### src/rtl/rtc_bus_scheduler.sv
// Arbiter for the shared RTC A/D bus: periodic read refresh, on-demand writes, idle gap after each access.
// Optional engine timeout is compiled in with `define RTC_SCHED_TIMEOUT_EN.
module rtc_bus_scheduler #(
  parameter int unsigned REFRESH_CYCLES = 100000,
  parameter int unsigned GAP_CYCLES     = 4,
  parameter int unsigned TIMEOUT_CYCLES = 1024
) (
  input  logic       clk_i,
  input  logic       reset_i,        // active low, asynchronous
  input  logic       wr_req_i,
  input  logic       lect_fin_i,
  input  logic [4:0] lect_bus_i,
  input  logic       esc_fin_i,
  input  logic [4:0] esc_bus_i,
  output logic       lect_start_o,
  output logic       esc_start_o,
  output logic [4:0] rtc_bus_o,
  output logic       rd_valid_o,
  output logic       wr_ack_o,
  output logic       busy_o,
  output logic       timeout_err_o,
  output logic [2:0] state_o
);

  localparam int unsigned RW = (REFRESH_CYCLES > 1) ? $clog2(REFRESH_CYCLES) : 1;
  localparam int unsigned GW = (GAP_CYCLES > 1) ? $clog2(GAP_CYCLES) : 1;
  localparam logic [RW-1:0] REF_LAST = RW'(REFRESH_CYCLES - 1);
  localparam logic [GW-1:0] GAP_LAST = GW'(GAP_CYCLES - 1);
  localparam logic [4:0]    BUS_IDLE = 5'b11110;

  typedef enum logic [2:0] {
    IDLE     = 3'd0,
    RD_START = 3'd1,
    RD_BUSY  = 3'd2,
    WR_START = 3'd3,
    WR_BUSY  = 3'd4,
    GAP      = 3'd5
  } state_e;

  state_e        state_q, state_d;
  logic [RW-1:0] ref_q, ref_d;
  logic [GW-1:0] gap_q, gap_d;
  logic          wr_pend_q, wr_pend_d;
  logic          rd_pend_q, rd_pend_d;
  logic          rd_valid_q, rd_valid_d;
  logic          wr_ack_q, wr_ack_d;
  logic          to_err_q, to_err_d;
  logic          wrap;
  logic          to_hit;

  assign wrap = (ref_q == REF_LAST);

`ifdef RTC_SCHED_TIMEOUT_EN
  localparam int unsigned TW = (TIMEOUT_CYCLES > 1) ? $clog2(TIMEOUT_CYCLES) : 1;
  localparam logic [TW-1:0] TO_LAST = TW'(TIMEOUT_CYCLES - 1);

  logic [TW-1:0] to_q, to_d;

  // Holds (busy cycles so far - 1); zero outside BUSY so every entry starts fresh.
  always_comb begin
    to_d = '0;
    if (state_q == RD_BUSY || state_q == WR_BUSY) to_d = to_q + 1'b1;
  end

  always_ff @(posedge clk_i or negedge reset_i) begin
    if (!reset_i) to_q <= '0;
    else          to_q <= to_d;
  end

  assign to_hit = (to_q == TO_LAST);
`else
  assign to_hit = 1'b0;
`endif

  always_comb begin
    state_d      = state_q;
    ref_d        = wrap ? '0 : ref_q + 1'b1;
    gap_d        = gap_q;
    wr_pend_d    = wr_pend_q;
    rd_pend_d    = rd_pend_q;
    rd_valid_d   = 1'b0;
    wr_ack_d     = 1'b0;
    to_err_d     = 1'b0;
    rtc_bus_o    = BUS_IDLE;
    lect_start_o = 1'b0;
    esc_start_o  = 1'b0;
    case (state_q)
      IDLE: begin
        if (wr_pend_q)      state_d = WR_START;
        else if (rd_pend_q) state_d = RD_START;
      end
      WR_START: begin
        esc_start_o = 1'b1;
        rtc_bus_o   = esc_bus_i;
        wr_pend_d   = 1'b0;
        state_d     = WR_BUSY;
      end
      RD_START: begin
        lect_start_o = 1'b1;
        rtc_bus_o    = lect_bus_i;
        rd_pend_d    = 1'b0;
        state_d      = RD_BUSY;
      end
      WR_BUSY: begin
        rtc_bus_o = esc_bus_i;
        if (esc_fin_i) begin
          wr_ack_d = 1'b1;
          state_d  = GAP;
        end else if (to_hit) begin
          to_err_d = 1'b1;
          state_d  = GAP;
        end
      end
      RD_BUSY: begin
        rtc_bus_o = lect_bus_i;
        if (lect_fin_i) begin
          rd_valid_d = 1'b1;
          state_d    = GAP;
        end else if (to_hit) begin
          to_err_d = 1'b1;
          state_d  = GAP;
        end
      end
      GAP: begin
        // gap_q rests at zero outside GAP, so entry needs no explicit load.
        if (gap_q == GAP_LAST) begin
          gap_d   = '0;
          state_d = IDLE;
        end else begin
          gap_d = gap_q + 1'b1;
        end
      end
      default: state_d = IDLE;
    endcase
    // New events override the clear issued by a START state in the same cycle.
    if (wr_req_i) wr_pend_d = 1'b1;
    if (wrap)     rd_pend_d = 1'b1;
  end

  always_ff @(posedge clk_i or negedge reset_i) begin
    if (!reset_i) begin
      state_q    <= IDLE;
      ref_q      <= '0;
      gap_q      <= '0;
      wr_pend_q  <= 1'b0;
      rd_pend_q  <= 1'b0;
      rd_valid_q <= 1'b0;
      wr_ack_q   <= 1'b0;
      to_err_q   <= 1'b0;
    end else begin
      state_q    <= state_d;
      ref_q      <= ref_d;
      gap_q      <= gap_d;
      wr_pend_q  <= wr_pend_d;
      rd_pend_q  <= rd_pend_d;
      rd_valid_q <= rd_valid_d;
      wr_ack_q   <= wr_ack_d;
      to_err_q   <= to_err_d;
    end
  end

  assign rd_valid_o    = rd_valid_q;
  assign wr_ack_o      = wr_ack_q;
  assign timeout_err_o = to_err_q;
  assign busy_o        = (state_q != IDLE);
  assign state_o       = state_q;

endmodule

### config.mk
export PLATFORM = sky130hd
export DESIGN_NAME = rtc_bus_scheduler
export DESIGN_NICKNAME = d
export VERILOG_FILES = /design/src/rtl/rtc_bus_scheduler.sv
export SDC_FILE = /design/constraint.sdc
export NUM_CORES = 1
export LEC_CHECK = 0
export BUFFER_PORTS_ARGS = -buffer_cell sky130_fd_sc_hd__buf_4
export CAP_MARGIN = 20
export CORE_AREA = 3 3 80 82
export CTS_CLUSTER_DIAMETER = 40
export CTS_CLUSTER_SIZE = 14
export DETAILED_ROUTE_END_ITERATION = 7
export DIE_AREA = 0 0 83 85
export GPL_TIMING_DRIVEN = 0
export PLACE_DENSITY = 0.4
export SYNTH_ARGS = -nofsm -noshare
export SYNTH_HDL_FRONTEND = slang
export SYNTH_SLANG_ARGS = --single-unit
### constraint.sdc
create_clock -name clk_i -period 3.6 [get_ports clk_i]
set_clock_uncertainty 0.15 [all_clocks]
set_input_delay 0.54 -clock clk_i [delete_from_list [all_inputs] [get_ports clk_i]]
set_output_delay 0.54 -clock clk_i [all_outputs]
set_load 0.01 [all_outputs]
==> Word-level counts from Yosys, hierarchy flattened <==
Index checks and enable logic that the tools add are counted.
{ "totals": {"register_bits": 26, "latch_bits": 0, "ramBits": 0, "romBits": 0, "in_bits": 15, "output_inout_bits": 14, "word_cells": 46, "n_memories": 0} }
{ "op_classes": {"n_addsub": 2, "multipliers": 0, "div": 0, "magnitude_cmp": 0, "eq_ne": 11, "shifts": 0, "n_mux": 19, "n_bitwise": 0, "reduce_logical": 7} }
{ "op_table": {"columns": ["op", "n"], "rows": [
  ["$pmux 3 s6", 1],
  ["$add 17x1->17 const B", 1],
  ["$eq 17x17->1 const B", 1],
  ["$mux 17", 1],
  ["$mux 3", 5],
  ["$mux 1", 10],
  ["$pmux 5 s2", 1],
  ["$eq 3x2->1 const B", 2],
  ["$eq 3x3->1 const B", 2],
  ["$ne 2x2->1 const B", 3],
  ["$reduce_and 4->1", 1],
  ["$reduce_bool 2->1", 2],
  ["$reduce_or 2->1", 2],
  ["$eq 3x1->1 const B", 1],
  ["$logic_not 3->1", 1],
  ["$ne 3x3->1 const B", 1],
  ["$reduce_bool 3->1", 1],
  ["$add 2x1->2 const B", 1],
  ["$eq 2x2->1 const B", 1],
  ["$mux 2", 1]
]} }

==> Depth between registers and ports, before layout <==
{ "depth": {"depth_word": 3, "ltp_mapped": 6, "ltp_nobuf": 5} }

==> Least setup slack after synthesis <==
Ideal clock, no wire load.
{ "synth_timing": {"path_kind": "register -> output", "startpoint": "reg state_q[0], in the netlist state_o[0]", "endpoint": "out rtc_bus_o[1]", "arrival_ns": 1.254, "required_time_ns": 2.910, "slack_ns": 1.656, "stages_incl_launch_ff": 6, "n_path_buf": 2, "path_cell_list": "dfrtp_1 buf_2 clkbuf_1 nor2_1 nand2_1 o22a_1"} }
{ "synth_via": {"elab_chain_len": 3, "elab_cells_between_ends": 7, "cone_classes": "eq/ne (4); mux (1); reduce/logical (2)"} }
{ "synth_rtl": {"columns": ["item", "line", "text"], "rows": [
  ["from (decl)", "40", "state_e state_q, state_d;"],
  ["from (signal assigned)", "151", "state_q <= state_d;"],
  ["$eq 3x2->1 (tied with other cells)", "87", "case (state_q)"],
  ["$reduce_or 2->1 (no line)", null, null],
  ["$pmux 5 s2 *", "87", null],
  ["to (decl)", "17", "output logic [4:0] rtc_bus_o,"]
]} }
Every way passes the cells marked *; elsewhere a longest branch is shown, timed or not.

==> Worst setup path after layout <==
Same ends and word-level chain as after synthesis.

==> impl_results.rst <==
.. list-table::
   :header-rows: 1

   * - Metric
     - Value
   * - Async set-or-reset flop fraction in the synthesized netlist
     - 100%
   * - CTS buffer count
     - 3
   * - Row Count
     - 28
   * - Family with the most delay on the worst path
     - buffers and inverters
   * - Final core utilization
     - 30.4%
   * - Post-layout min period
     - 2500 ps
   * - Slowest stage delay, CP
     - 380 ps
   * - Signed area change from the synthesized netlist to the final layout
     - 24.8%
   * - Most used cells in the layout excluding fill and tap cells
     - sky130_fd_sc_hd__buf_4, sky130_fd_sc_hd__dfrtp_1, sky130_fd_sc_hd__nor2_1, sky130_fd_sc_hd__nand2_1, sky130_fd_sc_hd__xor2_1
   * - Total core area
     - 5820 um2
   * - Largest area contributor in the synthesized netlist
     - sky130_fd_sc_hd__dfrtp_1
   * - Final estimated routing congestion in global placement
     - 0.755
   * - Setup repair after global routing missed its margin
     - no
   * - # nets final
     - 190
   * - Number of gates given a new drive strength after cts
     - 0
   * - Kind of path behind the tightest hold check
     - in -> async
   * - Number of fill cells in the layout
     - 629
   * - Pin count of the biggest net entering global routing
     - 27
   * - Count of hold buffers inserted by post-cts repair
     - 0
   * - Share of post-route cells with drive strength above 1
     - 24.4%
   * - Top-level I/O count
     - 29
   * - Wire per inst
     - 12.4 um
   * - PwrDens
     - 560 nW/um2
   * - Sort of element at the start of the critical path
     - flop
   * - Initial antenna violation count
     - 0
   * - Number of setup buffers added after CTS
     - 0
   * - Xor/xnor cell area share of the yosys netlist
     - 8.64%
   * - Share of synthesized area spent on multiplexers
     - 5.11%
   * - Tot GR Track Use
     - 9.08%
   * - Final setup violation count
     - 0
   * - Post-Syn Nets
     - 158
   * - Most used flip-flop cell after synthesis
     - sky130_fd_sc_hd__dfrtp_1
   * - WS Path Type
     - reg -> out
   * - Final routed DRC violation total
     - 0
   * - Mean number of vias per cell
     - 4.51
   * - Depth of the worst register-to-register path
     - 6
   * - Synthesized netlist cell count
     - 141
   * - Total via count in the routed design
     - 1114
   * - Outcome
     - finished clean
   * - Register bit count reported by yosys
     - 26
   * - Required time worst endpoint
     - 2910 ps
   * - Largest cells by area after synthesis
     - sky130_fd_sc_hd__dfrtp_1, sky130_fd_sc_hd__xor2_1, sky130_fd_sc_hd__nor2_1, sky130_fd_sc_hd__mux2i_1, sky130_fd_sc_hd__nand2_1
   * - CTS max path bufs
     - 2
   * - Clock latency reported for the late side of the worst-skew pair
     - 270 ps
   * - Worst path bufs/invs
     - 3
   * - Initial detailed-routing violation count
     - 32
   * - Warning count from the yosys run
     - 0
   * - Count of inserted antenna diode cells
     - 0
   * - Synth Cell Area
     - 1420 um2
   * - Effective utilization at floorplan
     - 24.4%
   * - CP Cell Sequence
     - buf_2 -> clkbuf_1 -> nor2_1 -> nand2_1 -> o22a_1 -> buf_4
   * - Die W
     - 83 um
   * - Number of enable-type register cells in the synthesized netlist
     - 0
   * - Count of unique library cells instantiated by Yosys
     - 37
   * - Clock tree root buffer cell
     - sky130_fd_sc_hd__clkbuf_8
   * - Simple logic cell fraction of the synthesized area
     - 24.5%
   * - Sequential fraction of the synthesis area
     - 45.9%
   * - Max IR drop VDD
     - 0.000195 V
   * - CTS tree
     - done
   * - Data arrival at the endpoint of the critical path
     - 1810 ps
   * - Final HPWL DP
     - 2350 um
   * - Final hold violation count
     - 0
   * - Compound-Gate Fraction of Synth Area
     - 9.79%
   * - Number of levels the H-tree was split into
     - 1
   * - Area enclosed by the die boundary
     - 7060 um2
   * - Final cycle utilization of the critical path
     - 69.4%
   * - Main combinational cell family by area after synthesis
     - simple AND/OR/NAND/NOR gates
   * - Number of global-route vias before repair
     - 1176
   * - Die span in y
     - 85 um
   * - Post-Route Setup TNS
     - 0 ps
   * - Fin. max-slew vios
     - 0
   * - Area share of fa/ha/maj cells after synthesis
     - 1.76%
   * - Endpoint class of the critical path
     - output pin
   * - Wire length reported by the detailed router
     - 3060 um
   * - TritonCTS sink count
     - 26
   * - Lkg Pwr
     - 0.000812 uW
   * - Slowest stage cell, crit path
     - sky130_fd_sc_hd__dfrtp_1
   * - Peak Freq
     - 401 MHz
   * - Post-Syn Area per Cell
     - 10.1 um2
   * - Critical path fanouts, max
     - 10
   * - Gr ovfl total
     - 0
   * - Number of maximum-capacitance constraint violations
     - 0
   * - Reg clk slew, reported paths
     - 90 ps
   * - Number of cells on the critical path
     - 6
   * - Global-route wire length before repair
     - 5370 um
   * - Number of antenna-violating nets in the routed design
     - 0
   * - Total iterations of the first detailed-routing run
     - 4
   * - Buffers added on ports
     - 27
   * - Area share of the leading cell type in the synthesized netlist
     - 45.9%
   * - Most common library cell in the layout ignoring fill and taps
     - sky130_fd_sc_hd__buf_4
power breakdown:
part / internal [uW] / switching [uW] / total [uW]
clock network: 97.7 / 89.8 / 187
registers: 328 / 25.6 / 354
logic: 215 / 235 / 450
total: 641 / 351 / 992
metal layers:
layer | part of all wire, % | track usage, % | up-vias
met5 | 0 | 0 | -
met2 | 45 | 15.2 | 28
met4 | 0.69 | 2.23 | 0
li1 | - | - | 553
met3 | 5.6 | 2.91 | 4
met1 | 49 | 11.4 | 529
stage by stage:
step / total power [uW] / area [um2] / std cells / hold WS (ps) / worst slack (ps)
floorplan: 625 / 1420 / 141 / 94.4 / 1660
global placement: 809 / 1720 / 243 / 320 / 1370
detailed placement: 816 / 1720 / 243 / 323 / 1410
CTS: 1000 / 1770 / 247 / 20.8 / 1100
global route: 1060 / 1770 / 247 / 23.5 / 984
finish: 992 / 1770 / 247 / 14.4 / 1100
cells by family after synthesis:
family | count (synthesis)
AND/OR/NAND/NOR | 60
buffers and inverters | 11
flip-flops | 26
AO/OA/AOI/OAI | 20
adder cells (fa/ha/maj) | 2
multiplexers | 7
XOR/XNOR | 14
other | 1
area by class of cell:
cell class | count | area (um2) | share of cell area [%]
clock buffer | 4 | 55.1 | 3.11
sequential | 26 | 651 | 36.7
tap | 75 | 93.8 | 5.30
multi-input combinational | 104 | 711 | 40.1
buffer | 8 | 46.3 | 2.61
inverter | 3 | 11.3 | 0.636
timing repair buffer | 27 | 203 | 11.4
final timing paths:
kind	end	start	slack (ps)
hold / removal	ref_q[15]	reset_i	10
setup / recovery	rtc_bus_o[1]	state_o[0]	1100
hold reg to reg	ref_q[0]	ref_q[0]	340
max in group asynchronous	ref_q[4]	reset_i	3040
setup reg to reg	rd_pend_q	ref_q[0]	1860
min in group clk_i	wr_pend_q	wr_req_i	300
cell usage after synthesis, types with 2 or more instances:
master                     count
sky130_fd_sc_hd__and3_1        2
sky130_fd_sc_hd__xnor2_1       4
sky130_fd_sc_hd__nor2_1       16
sky130_fd_sc_hd__o22a_1        4
sky130_fd_sc_hd__and4_1        4
sky130_fd_sc_hd__xor2_1       10
sky130_fd_sc_hd__nand2b_1      2
sky130_fd_sc_hd__o21ai_0       5
sky130_fd_sc_hd__nand3_1       5
sky130_fd_sc_hd__ha_1          2
sky130_fd_sc_hd__mux2_2        2
sky130_fd_sc_hd__nor3_1        5
sky130_fd_sc_hd__buf_4         2
sky130_fd_sc_hd__nand4_1       3
sky130_fd_sc_hd__mux2i_1       5
sky130_fd_sc_hd__a21oi_1       4
sky130_fd_sc_hd__clkbuf_1      4
sky130_fd_sc_hd__nor2b_1       4
sky130_fd_sc_hd__inv_1         3
sky130_fd_sc_hd__nand2_1      12
sky130_fd_sc_hd__a21o_1        2
sky130_fd_sc_hd__dfrtp_1      26
sequential cells by signal, summed over array words and instances, names as in the netlist:
register / cells
ref_q: 17
state_o: 3
gap_q: 2
rd_pend_q: 1
rd_valid_o: 1
wr_ack_o: 1
wr_pend_q: 1
worst reg2reg max path: cells and delay by family (launching register included):
family	cells	cell delay (ps)
AND/OR/NAND/NOR	3	540
adder cells (fa/ha/maj)	1	250
buffers and inverters	2	290
flip-flops	1	420
Note: power is estimated with default switching activity, not from simulation.
